## config.mk

```make
export PLATFORM = sky130hd
export DESIGN_NAME = pipeline_hazard_ctrl
export DESIGN_NICKNAME = d
export VERILOG_FILES = /design/src/rtl/pipeline_hazard_ctrl.sv
export SDC_FILE = /design/constraint.sdc
export NUM_CORES = 1
export LEC_CHECK = 0
export CAP_MARGIN = 30
export CORE_AREA = 2 2 52 54
export CTS_CLUSTER_DIAMETER = 80
export DETAILED_ROUTE_END_ITERATION = 8
export DIE_AREA = 0 0 54 56
export PLACE_DENSITY = 0.69
export SLEW_MARGIN = 20
export SYNTH_ARGS = -nofsm -noshare
export SYNTH_HDL_FRONTEND = slang
export SYNTH_SLANG_ARGS = --single-unit
```

## constraint.sdc

```tcl
create_clock -name clk -period 4.48 [get_ports clk]
set_input_delay 1.344 -clock clk [delete_from_list [all_inputs] [get_ports clk]]
set_output_delay 1.344 -clock clk [all_outputs]
set_load 0.05 [all_outputs]
```

## src/rtl/pipeline_hazard_ctrl.sv

```systemverilog
// Pipeline sequencer for the F/D/E/M datapath: load-use bubbles, redirect flushes and memory-wait freezes.
// Optional build macro HAZARD_STATS_EN adds stallCount/flushCount/waitCount event counters.
module pipeline_hazard_ctrl #(
  parameter int REGBITS      = 4,
  parameter int TIMEOUT_BITS = 8,
  parameter int MEM_TIMEOUT  = 200
) (
  input  logic               clk,
  input  logic               reset,
  input  logic [REGBITS-1:0] src1Index_D,
  input  logic [REGBITS-1:0] src2Index_D,
  input  logic               useSrc1_D,
  input  logic               useSrc2_D,
  input  logic [REGBITS-1:0] destIndex_E,
  input  logic               memRead_E,
  input  logic               regWrtEn_E,
  input  logic               noop_E,
  input  logic               redirect_E,
  input  logic               memReq_M,
  input  logic               memReady_M,
  output logic               pc_wrtEn,
  output logic               fd_wrtEn,
  output logic               fd_noop,
  output logic               de_wrtEn,
  output logic               de_noop,
  output logic               em_wrtEn,
  output logic               mem_err
`ifdef HAZARD_STATS_EN
  ,
  output logic [31:0]        stallCount,
  output logic [31:0]        flushCount,
  output logic [31:0]        waitCount
`endif
);

  localparam logic [1:0] INIT     = 2'd0;
  localparam logic [1:0] RUN      = 2'd1;
  localparam logic [1:0] MEM_WAIT = 2'd2;
  localparam logic [1:0] ERROR    = 2'd3;

  logic [1:0]              state;
  logic [1:0]              state_next;
  logic [TIMEOUT_BITS-1:0] wait_cnt;
  logic                    load_use;
  logic                    mem_busy;
  logic                    advance;
  logic                    timeout;
  logic                    err_q;

  assign load_use = memRead_E & regWrtEn_E & ~noop_E &
                    ((useSrc1_D & (src1Index_D == destIndex_E)) |
                     (useSrc2_D & (src2Index_D == destIndex_E)));
  assign mem_busy = memReq_M & ~memReady_M;
  assign timeout  = (wait_cnt == TIMEOUT_BITS'(MEM_TIMEOUT));
  assign mem_err  = err_q;

  // NOTE: every output gets a default before the case so no path leaves one unassigned (no latch).
  always_comb begin
    state_next = state;
    advance    = 1'b0;
    pc_wrtEn   = 1'b0;
    fd_wrtEn   = 1'b0;
    fd_noop    = 1'b0;
    de_wrtEn   = 1'b0;
    de_noop    = 1'b0;
    em_wrtEn   = 1'b0;
    case (state)
      INIT: begin
        pc_wrtEn   = 1'b1;
        fd_wrtEn   = 1'b1;
        de_wrtEn   = 1'b1;
        em_wrtEn   = 1'b1;
        fd_noop    = 1'b1;
        de_noop    = 1'b1;
        state_next = RUN;
      end
      RUN: begin
        if (mem_busy) state_next = MEM_WAIT;
        else          advance    = 1'b1;
      end
      MEM_WAIT: begin
        if (memReady_M) begin
          advance    = 1'b1;
          state_next = RUN;
        end else if (timeout) begin
          state_next = ERROR;
        end
      end
      default: ;
    endcase

    // Redirect outranks load-use: the dependent D instruction is squashed anyway.
    if (advance) begin
      if (redirect_E) begin
        pc_wrtEn = 1'b1;
        fd_wrtEn = 1'b1;
        de_wrtEn = 1'b1;
        em_wrtEn = 1'b1;
        fd_noop  = 1'b1;
        de_noop  = 1'b1;
      end else if (load_use) begin
        de_wrtEn = 1'b1;
        em_wrtEn = 1'b1;
        de_noop  = 1'b1;
      end else begin
        pc_wrtEn = 1'b1;
        fd_wrtEn = 1'b1;
        de_wrtEn = 1'b1;
        em_wrtEn = 1'b1;
      end
    end
  end

  // NOTE: sequential state uses non-blocking assignments so all registers update from pre-edge values.
  always_ff @(posedge clk or negedge reset) begin
    if (!reset) begin
      state    <= INIT;
      wait_cnt <= '0;
      err_q    <= 1'b0;
    end else begin
      state <= state_next;
      case (state)
        RUN: if (mem_busy) wait_cnt <= TIMEOUT_BITS'(1);
        MEM_WAIT: begin
          if (memReady_M)          wait_cnt <= '0;
          else if (wait_cnt != '1) wait_cnt <= wait_cnt + TIMEOUT_BITS'(1);
        end
        default: ;
      endcase
      if (state_next == ERROR) err_q <= 1'b1;
    end
  end

`ifdef HAZARD_STATS_EN
  always_ff @(posedge clk or negedge reset) begin
    if (!reset) begin
      stallCount <= '0;
      flushCount <= '0;
      waitCount  <= '0;
    end else begin
      if (advance & ~redirect_E & load_use) stallCount <= stallCount + 32'd1;
      if (advance & redirect_E)             flushCount <= flushCount + 32'd1;
      if (state == MEM_WAIT)                waitCount  <= waitCount + 32'd1;
    end
  end
`endif

endmodule

```

### Word level (Yosys, flattened, before mapping)

Index checks and enable logic that the tools add are counted.

| storage, ports and cells | value |
|---|---|
| register bits | 11 |
| bits of input ports | 22 |
| output and inout port bits | 7 |
| word-level logic and storage cells | 46 |

| cells by class | value |
|---|---|
| add/subtract/negate cells | 1 |
| eq/ne operators | 9 |
| mux-type cells | 21 |
| bitwise gates (word level) | 9 |
| reduce and logical (&&, ||, !) cells | 3 |

Operators by type and width:

| cell | number |
|---|---|
| 2-to-1 mux 8 bit | 3 |
| one-hot mux 8 bit (2 select lines) | 1 |
| 2-to-1 mux 1 bit | 12 |
| adder 8 x 1 -> 8 bit (second input constant) | 1 |
| == test 4 bit | 2 |
| == test 8 bit (second input constant) | 1 |
| != test 8 bit (second input constant) | 1 |
| AND 1 bit | 6 |
| 2-to-1 mux 2 bit | 3 |
| one-hot mux 2 bit (3 select lines) | 1 |
| == test 2 bit (second input constant) | 2 |
| != test 3 bit (second input constant) | 1 |
| AND reduction 3 bit | 1 |
| == test 2 x 1 -> 1 bit (second input constant) | 1 |
| zero test 2 bit | 1 |
| != test 2 bit (second input constant) | 1 |
| inverter 1 bit | 2 |
| one-hot mux 1 bit (2 select lines) | 1 |
| nonzero test 2 bit | 1 |
| OR 1 bit | 1 |

### Longest topological paths before layout

Gate-level depths: netlist (run 1).

| depth | value |
|---|---|
| depth after elaboration | 7 |
| mapped depth | 8 |
| gate-level depth less buffers | 6 |

### Least setup slack after synthesis (run 1)

OpenSTA, ideal clock, no wires.

| timing path | value |
|---|---|
| path kind | input -> output |
| from | input memReq_M |
| to | output pc_wrtEn |
| data arrival time | 2.909 ns |
| data required time | 3.136 ns |
| setup slack | 0.227 ns |
| stages on the path | 5 |
| buffers on the path | 1 |
| cells stage by stage | nor2b_2 > o21ai_0 > a21oi_1 > a21oi_1 > buf_4 |

| on the way | value |
|---|---|
| word-level cells in the longest chain between the ends | 4 |

RTL lines:

| what | RTL line | RTL |
|---|---|---|
| start, declared | 19 | `input logic memReq_M,` |
| AND 1 bit | 53 | `assign mem_busy = memReq_M & ~memReady_M;` |
| 2-to-1 mux 1 bit | 78 | `if (mem_busy) state_next = MEM_WAIT;` |
| one-hot mux 1 bit (2 select lines) | 67 | `case (state)` |
| 2-to-1 mux 1 bit | - |  |
| end, declared | 21 | `output logic pc_wrtEn,` |

No other way between the ends.

### Worst setup path in the final report (run 1)

| timing path | value |
|---|---|
| from | input memReady_M |
| to | output pc_wrtEn |

| on the way | value |
|---|---|
| word-level cells in the longest chain between the ends | 5 |
| elaborated cells between the ends (all ways) | 6 |
| classes of those cells | mux (4); bitwise (2) |

RTL lines:

| what | RTL line | RTL |
|---|---|---|
| start, declared | 20 | `input logic memReady_M,` |
| inverter 1 bit | 53 |  |
| AND 1 bit | 53 |  |
| 2-to-1 mux 1 bit | 78 |  |
| one-hot mux 1 bit (2 select lines) * | 67 |  |
| 2-to-1 mux 1 bit * | 93 | `if (advance) begin` |

Every way passes the cells marked *; elsewhere a longest branch is shown, timed or not.

==> impl_metrics.csv, run 1 <==
group,metric,value,unit
clocking,cts_resized,0,
routing,drt_pass1_iterations,4,
synthesis,yosys_warnings,0,
sta,finClkSkew,0.0105,ns
routing,post_drt_wl_per_cell,13.7,um
run_status,status,"finished clean",
worst_setup_path,cp-start-kind,"primary input",
die,coreArea,2430,um2
routing,wirelength,2300,um
synthesis,synthMuxAreaShare,2.63,%
sta,hold_violations,0,
job,drv_cap,0,
routing,routed-via-count,923,
sta,finalCritPeriodShare,94.1,%
cells_and_area,area_growth_syn_to_layout,36.5,%
sta,finalSetupTns,0,ns
synthesis,synth_compound_area_share,20.1,%
synthesis,synth-adder-area-share,7.88,%
placed_design,place_inst,164,
sta,fin_crit,4.22,ns
synthesis,synth_top_family_by_area,"simple AND/OR/NAND/NOR gates",
placed_design,io_buffer_count,28,
clocking,cts.clk_slew.worst_paths,0.06,ns
cells_and_area,nFillCells,226,
worst_setup_path,crit_required,3.14,ns
die,die_h,56,um
clocking,cts_setup_buffers,0,
sta,setup_viol_count_final,0,
clocking,cts_buffer_depth,2,
routing,drtIter0Drc,33,
pwr,p_leak,0.533,nW
pwr,p_per_area,605,nW/um2
global_route,antenna_found_initial,0,
placed_design,hpwl,1870,um
sta,rsz0062_at_grt,"false",
global_route,overflow,0,
placed_design,gp_congestion,0.822,
die,placementRows,18,
worst_setup_path,worstPathCellList,"clkdlybuf4s50_1 > nor2b_2 > o21ai_0 > a21oi_1 > a21oi_1 > buf_4 > buf_12",
worst_hold_path,hold_path_class,"reg -> reg",
routing,vias_per_cell,5.49,
global_route,grtUsageTotal,16.8,%
sta,slew_headroom,65.1,%
die,initial_core_util,39.1,%
sta,report.final.slew_viol_count,0,
worst_setup_path,crit_arrival,2.87,ns
synthesis,synth_edf_count,0,
synthesis,ys_ff_latch,11,
clocking,cts_tree,"yes",
pwr,vdd_ir_drop_max,0.435,mV
cells_and_area,drive_above_1_share,11.6,%
worst_setup_path,critPathMaxStageDelay,0.54,ns
synthesis,syn_avg_cell_area,8.66,um2
cells_and_area,multi_input_area,616,um2
cells_and_area,final_cell_mix,"clkdlybuf4s50_1 (22), dfrtp_1 (11), nor2_1 (10)",
worst_setup_path,critPathMaxFanout,8,
worst_setup_path,crit_path_end_kind,"primary output",
die,ios,29,
die,die_w,54,um
synthesis,yosysUniqueCellTypes,42,
sta,max_freq,0.237,GHz
sta,worst_pin_slew,0.519,ns
clocking,hold_buffers,0,
clocking,clk_latency,0.27,ns
global_route,grt_max_degree,12,
synthesis,synthFlopType,"dfrtp_1",
die,dieArea,3020,um2
clocking,htreeDepth,1,
cells_and_area,seq_area,275,um2
synthesis,syn_area,952,um2
clocking,ctsRootBufferMaster,"clkbuf_4",
synthesis,syn-num-nets,138,
clocking,cts.sink_count,11,
global_route,grt_pass1_vias,863,
worst_setup_path,critical_path_class,"in -> out",
pwr,power,786,uW
synthesis,synthXorXnorAreaFrac,7.36,%
synthesis,async_reset_ff_share,100,%
clocking,cts_made_buffers,3,
synthesis,synth_seq_area_share,28.9,%
worst_setup_path,critPathSlowestCell,"clkdlybuf4s50_1",
synthesis,syn_inst,110,
synthesis,synthSimpleGateAreaFrac,26.7,%
cells_and_area,fin_cells,168,
cells_and_area,nNetsFinal,167,
worst_setup_path,path_common_cell,"a21oi_1",
global_route,grt_pass1_wl,3820,um
routing,remaining_drc_errors,0,
cells_and_area,diodes,0,
routing,postRouteAntennaNets,0,
cells_and_area,layout_commonest_cell,"clkdlybuf4s50_1",
-- flip-flops by register name, indices dropped and copies added (netlist names) --
signal and count:
mem_err 1, state 2, wait_cnt 8
-- area by class of cell --
class,instances,area share (%)
clock buffer,4,2.02
inverter,6,1.73
multi-input combinational,88,47.4
sequential,11,21.2
tap,30,2.89
timing repair buffer,29,24.8
-- path summary, 6_finish.rpt --
| check | from | to | slack (ns) | cells after the start |
|---|---|---|---|---|
| max reg2reg | state[1] | wait_cnt[2] | 2.68 | 5 |
| min in group asynchronous | reset | wait_cnt[0] | 1.40 | 1 |
| min | mem_err | mem_err | 0.47 | 1 |
| min reg2reg | mem_err | mem_err | 0.47 | 1 |
| max in group asynchronous | reset | state[0] | 2.73 | 1 |
| max | memReady_M | pc_wrtEn | 0.26 | 7 |
-- critical path, delay by kind of cell --
| kind | cells | cell delay (ns) |
|---|---|---|
| AND/OR/NAND/NOR | 1 | 0.23 |
| buffers and inverters | 3 | 0.84 |
| AO/OA/AOI/OAI | 3 | 0.45 |
-- cell families after synthesis --
kind of cell	Yosys count
muxes	2
buffers and inverters	11
adders and majority gates	6
and+or+nand+nor	44
DFF	11
xor gates and xnor gates	8
AOI/OAI and AO/OA	28
-- power by group --
part,internal (mW),total [mW],switching [mW]
sequential,0.116,0.136,0.0196
combinational,0.246,0.583,0.337
clock,0.0344,0.0675,0.0330
-- routing by layer --
metal	wire length [um]	vias up	track usage [%]	share of wire, %
li1	-	458	-	-
met1	1000	437	21.6	44
met2	1150	24	26.1	50
met3	113	4	5.65	4.9
met4	28	0	4.64	1.2
met5	0	-	0	0
-- Yosys cell counts (2+ instances only) --
master	number	share of area, %
dfrtp_1	11	29
nor2_1	10	3.9
nand2_1	9	3.5
a21oi_1	8	4.2
xnor2_1	8	7.4
ha_1	6	7.9
inv_1	6	2.4
nand4_1	4	2.6
o21ai_0	4	2.1
buf_4	3	2.4
nand3_1	3	1.6
a211o_1	2	1.8
a41oi_1	2	1.8
nand3b_1	2	1.6
nor2b_1	2	1.3
nor3_1	2	1.1
nor4b_1	2	1.8
o22a_1	2	1.8
-- through the flow --
step                util [%]  area [um2]  hold slack, ns  worst slack (ns)
floorplan                  -         952           0.505             0.227
finish                  53.4        1300           0.468             0.262
detailed placement      52.4        1270           0.455             0.289
global placement        52.4        1270           0.459             0.321
global route            53.4        1300           0.493             0.120
CTS                     53.4        1300           0.480             0.270
No activity file was read; power rests on OpenSTA's default activity.
==> inputs of run 2 (changes only) <==
--- a/config.mk
+++ b/config.mk
@@ -5,12 +5,14 @@
 export SDC_FILE = /design/constraint.sdc
 export NUM_CORES = 1
 export LEC_CHECK = 0
+export ABC_CLOCK_PERIOD_IN_PS = 4480
 export CAP_MARGIN = 30
 export CORE_AREA = 2 2 52 54
 export CTS_CLUSTER_DIAMETER = 80
 export DETAILED_ROUTE_END_ITERATION = 8
 export DIE_AREA = 0 0 54 56
 export PLACE_DENSITY = 0.69
+export SETUP_SLACK_MARGIN = 0.5
 export SLEW_MARGIN = 20
 export SYNTH_ARGS = -nofsm -noshare
 export SYNTH_HDL_FRONTEND = slang
==> run 2 against run 1 <==
Compared with the run above:
- flip-flop and latch count did not move
- design area increased by 1.1%
- worst hold slack worse by 0.0030 ns
- register-to-register slack better by 0.03 ns
- clock-buffer cell count did not move
- sequential power hardly changed
- sequential share of layout area decreased by 0.22 points
- clock skew fell by 0.0066 ns
- non-clock buffer count is the same
==> impl_metrics.csv, run 2 (synthesis results as in run 1) <==
group,metric,value,unit
cells_and_area,final_cell_mix,"dfrtp_1 (11), nor2_1 (10), nand2_1 (9), clkdlybuf4s50_1 (9), xnor2_1 (8)",
cells_and_area,fin_cells,168,
clocking,cts.sink_count,11,
die,die_h,56,um
sta,setup_slack,0.527,ns
die,die_w,54,um
worst_hold_path,hold_start,"mem_err",
cells_and_area,nFillCells,238,
sta,rsz0062_at_grt,"true",
worst_setup_path,crit_required,3.14,ns
global_route,grt_max_degree,12,
clocking,cts.clk_slew.worst_paths,0.07,ns
sta,max_freq,0.253,GHz
worst_setup_path,rr_startpoint,"state[1]",
routing,drtIter0Drc,24,
cells_and_area,seq_area,275,um2
worst_hold_path,hold_path_class,"reg -> reg",
worst_setup_path,crit_arrival,2.61,ns
routing,post_drt_wl_per_cell,13.3,um
placed_design,io_buffer_count,28,
cells_and_area,design_area,1310,um2
global_route,grt_pass1_wl,3750,um
clocking,cts_buffer_depth,2,
global_route,met1_usage,21.5,%
clocking,htreeDepth,1,
global_route,grtUsageTotal,16.2,%
pwr,seqPwrFrac,17.6,%
sta,worst_pin_slew,0.518,ns
placed_design,gp_congestion,0.806,
die,placementRows,18,
sta,report.final.slew_viol_count,0,
global_route,overflow,0,
sta,setup_viol_count_final,0,
global_route,grt.met3_usage,5.91,%
worst_setup_path,cp-start-kind,"primary input",
pwr,internal-power,377,uW
worst_setup_path,crit_path_end_kind,"primary output",
pwr,p_leak,0.599,nW
pwr,p_per_area,583,nW/um2
die,coreArea,2430,um2
global_route,antenna_found_initial,0,
routing,routed-via-count,921,
cells_and_area,drive_above_1_share,13.8,%
placed_design,hpwl,1780,um
pwr,swShare,50.9,%
cells_and_area,diodes,0,
clocking,clk_latency,0.27,ns
sta,finalSetupTns,0,ns
sta,fin_crit,3.95,ns
worst_setup_path,critPathMaxFanout,2,
cells_and_area,top_register,"wait_cnt",
die,initial_core_util,39.1,%
global_route,grt_pass1_vias,865,
pwr,clock_power_share,8.9,%
die,ios,29,
placed_design,place_inst,163,
routing,vias_per_cell,5.48,
global_route,grt.busiest_layer,"met2",
placed_design,dpl_cell_area,1260,um2
routing,wirelength,2230,um
cells_and_area,multi_input_area,632,um2
routing,drt_pass1_iterations,4,
pwr,power_frac_comb,73.5,%
sta,finClkSkew,0.00390,ns
worst_setup_path,crit_path_start,"src2Index_D[3]",
die,dieArea,3020,um2
cells_and_area,nNetsFinal,167,
pwr,vdd_ir_drop_max,0.844,mV
sta,finalCritPeriodShare,88.2,%
cells_and_area,layout_commonest_cell,"dfrtp_1",
sta,hold_violations,0,
cells_and_area,largest_reg_flops,8,
clocking,cts_tree,"yes",
placed_design,place_ws,0.314,ns
sta,slew_headroom,65.4,%
worst_setup_path,critical_path_class,"in -> out",
pwr,power,766,uW
run_status,status,"finished clean",
clocking,cts_made_buffers,3,
job,drv_cap,0,
clocking,ctsRootBufferMaster,"clkbuf_4",
routing,remaining_drc_errors,0,
routing,postRouteAntennaNets,0,
cells_and_area,area_growth_syn_to_layout,38.0,%
pwr,p_sw,390,uW
global_route,grt.met2_usage,26.0,%
## run 2: changes by cell type in the layout (fill, tap and decap cells not counted), sizes merged
cell           change
clkdlybuf4s50     -13
dlygate4sd2        +7
dlymetal6s2s       +6
## run 2: area by class of cell
| class | count | area share, % |
|---|---|---|
| clock buffers | 4 | 2.00 |
| inverters | 6 | 1.71 |
| multi-input cells | 88 | 48.1 |
| flip-flops and latches | 11 | 21.0 |
| well taps | 30 | 2.86 |
| repair buffers | 29 | 24.4 |
## run 2: what timing repair did
item	CTS	global route
setup endpoints to repair	6	6
setup buffers	0	1
pin swaps	6	9
gates resized for setup	10	8
endpoints found under the hold margin	0	0
hold buffers	0	0
## run 2: final timing paths
check	end	depth (start not counted)	slack [ns]
worst max-delay path	de_noop	6	0.53
worst min-delay path	mem_err	1	0.47
worst max register to register	wait_cnt[2]	5	2.71
worst min register to register	mem_err	1	0.47
max in group asynchronous	wait_cnt[7]	1	2.72
min in group asynchronous	wait_cnt[0]	1	1.41
## run 2: worst max-delay path, stage by stage
cell,delay (ns)
clkdlybuf4s50_1,0.47
xnor2_1,0.11
nand4_1,0.14
o22a_1,0.20
a21oi_2,0.19
buf_12,0.16
## run 2: stage by stage
step / hold WS, ns / utilization [%]
2_1_floorplan: 0.505 / -
3_3_place_gp: 0.444 / 51.7
3_5_place_dp: 0.452 / 51.7
4_1_cts: 0.470 / 52.7
5_1_grt: 0.488 / 54.0
6_report: 0.465 / 54.0
## run 2: routing by layer
| metal | vias to the layer above | wire length (um) |
|---|---|---|
| met2 | 24 | 1110 |
| met4 | 0 | 0 |
| met1 | 443 | 981 |
| met5 | - | 0 |
| li1 | 454 | - |
| met3 | 0 | 136 |
## run 2: power by group through the flow
stage	Combinational, mW	Sequential, mW	Clock, mW
finish	0.563	0.135	0.0683
global route	0.603	0.139	0.0776
CTS	0.560	0.135	0.0704
detailed placement	0.550	0.136	0
global placement	0.542	0.136	0
floorplan	0.365	0.136	0
==> inputs of run 3 (changes only) <==
--- a/config.mk
+++ b/config.mk
@@ -7,11 +7,11 @@
 export LEC_CHECK = 0
 export ABC_CLOCK_PERIOD_IN_PS = 4480
 export CAP_MARGIN = 30
-export CORE_AREA = 2 2 52 54
+export CORE_AREA = 2 2 47 49
 export CTS_CLUSTER_DIAMETER = 80
 export DETAILED_ROUTE_END_ITERATION = 8
-export DIE_AREA = 0 0 54 56
-export PLACE_DENSITY = 0.69
+export DIE_AREA = 0 0 49 51
+export PLACE_DENSITY = 0.83
 export SETUP_SLACK_MARGIN = 0.5
 export SLEW_MARGIN = 20
 export SYNTH_ARGS = -nofsm -noshare
==> run 3 against run 2 <==
Compared with the run above:
- clock-buffer cell count is the same
- via count grew 3.3%
- setup slack gained 0.027 ns
==> impl_metrics.csv, run 3 (synthesis results as in run 1) <==
group,metric,value,unit
sta,report.final.slew_viol_count,0,
worst_setup_path,crit_arrival,2.58,ns
cells_and_area,design_area,1310,um2
cells_and_area,diodes,0,
cells_and_area,drive_above_1_share,14.5,%
cells_and_area,top_register,"wait_cnt",
pwr,p_per_area,603,nW/um2
sta,hold_violations,0,
clocking,cts.sink_count,11,
clocking,cts_buffer_depth,2,
pwr,vdd_ir_drop_max,0.772,mV
worst_setup_path,critPathMaxFanout,2,
global_route,overflow,0,
global_route,grt_pass1_wl,4130,um
die,die_h,51,um
cells_and_area,multi_input_area,634,um2
sta,fin_crit,3.93,ns
pwr,power,791,uW
cells_and_area,final_cell_mix,"dlygate4sd2_1 (12), dfrtp_1 (11), nand2_1 (9), nor2_1 (9), xnor2_1 (8)",
clocking,ctsRootBufferMaster,"clkbuf_4",
cells_and_area,area_growth_syn_to_layout,37.6,%
worst_setup_path,crit_path_end_kind,"primary output",
job,drv_cap,0,
pwr,p_leak,0.590,nW
global_route,grt_max_degree,12,
worst_setup_path,critical_path_class,"in -> out",
clocking,cts_tree,"yes",
clocking,htreeDepth,1,
routing,post_drt_wl_per_cell,14.7,um
global_route,antenna_found_initial,0,
worst_setup_path,worstPathCellList,"clkdlybuf4s50_1 > xnor2_1 > nand2_1 > o22a_1 > a21oi_2 > buf_12",
routing,remaining_drc_errors,0,
cells_and_area,seq_area,275,um2
worst_setup_path,r2r_cells,5,
clocking,cts.clk_slew.worst_paths,0.06,ns
die,ios,29,
die,coreArea,2060,um2
clocking,cts_made_buffers,3,
die,placementRows,17,
sta,rsz0062_at_grt,"true",
routing,postRouteAntennaNets,0,
die,die_w,49,um
worst_setup_path,reg2reg_slack,2.65,ns
sta,max_freq,0.255,GHz
worst_hold_path,min_delay_path_depth,1,
die,initial_core_util,46.1,%
worst_hold_path,hold_path_class,"reg -> reg",
routing,routed-via-count,951,
placed_design,io_buffer_count,28,
routing,drt_pass1_iterations,4,
global_route,grt_pass1_vias,967,
worst_setup_path,crit_required,3.14,ns
global_route,grtUsageTotal,21.7,%
sta,worst_pin_slew,0.515,ns
placed_design,hpwl,1950,um
routing,wirelength,2430,um
worst_setup_path,critPathMaxStageDelay,0.47,ns
sta,setup_viol_count_final,0,
clocking,clk_latency,0.28,ns
placed_design,dpl_cell_area,1250,um2
sta,slew_headroom,65.5,%
routing,vias_per_cell,5.73,
cells_and_area,largest_reg_flops,8,
placed_design,gp_congestion,0.856,
worst_setup_path,critPathSlowestCell,"clkdlybuf4s50_1",
run_status,status,"finished clean",
worst_setup_path,cp-start-kind,"primary input",
cells_and_area,nFillCells,183,
cells_and_area,layout_commonest_cell,"dlygate4sd2_1",
cells_and_area,final_util,63.5,%
die,dieArea,2500,um2
sta,worst_hold_slack,0.475,ns
sta,finalSetupTns,0,ns
sta,finalCritPeriodShare,87.6,%
routing,drtIter0Drc,23,
cells_and_area,nNetsFinal,167,
sta,finClkSkew,0.0146,ns
-- run 3: cell count changes in the layout (fill, tap and decap cells not counted), sizes merged --
cell	change
dlymetal6s2s	-2
dlygate4sd2	+5
clkdlybuf4s50	-3
-- run 3: cell type report --
type                    instances  area share, %
repair buffers                 29           24.2
multi-input cells              88           48.4
inverters                       6           1.72
well taps                      28           2.67
flip-flops and latches         11           21.0
clock buffers                   4           2.01
-- run 3: worst max-delay path: cells and delay by family --
kind / cells / cell delay [ns]
compound gates: 2 / 0.41
simple gates: 1 / 0.08
xor+xnor: 1 / 0.11
buf+inv: 2 / 0.63
-- run 3: through the flow --
step | instances | worst slack, ns
global placement | 161 | 0.370
finish | 166 | 0.554
floorplan | 110 | 0.505
global route | 166 | 0.483
CTS | 166 | 0.490
detailed placement | 161 | 0.269
-- run 3: where the power goes --
part	leakage, nW	internal (mW)	switching, mW
logic	0.432	0.235	0.349
registers	0.143	0.116	0.0197
clock network	0.0150	0.0345	0.0361
total	0.590	0.386	0.404
-- run 3: per-layer routing --
layer  vias to the layer above  global-route usage [%]  share of wire (%)
met5                         -                       0                  0
met4                         0                    8.10                1.8
met3                         6                    6.43                6.2
met2                        34                    44.1                 57
met1                       453                    20.1                 35
li1                        458                       -                  -
-- run 3: path summary, 6_finish.rpt --
path,startpoint,endpoint
worst max-delay path,src1Index_D[0],de_noop
worst min-delay path,mem_err,mem_err
worst min register to register,mem_err,mem_err
min in group asynchronous,reset,wait_cnt[3]
max in group asynchronous,reset,wait_cnt[2]
worst max register to register,state[1],wait_cnt[2]
-- run 3: what timing repair did --
item / 4_1_cts / 5_1_grt
endpoints found under the setup margin: 6 / 6
pin swaps: 8 / 6
resized for setup: 16 / 8
setup buffers: 1 / 0
hold buffers: 0 / 0
gates cloned: 0 / 0
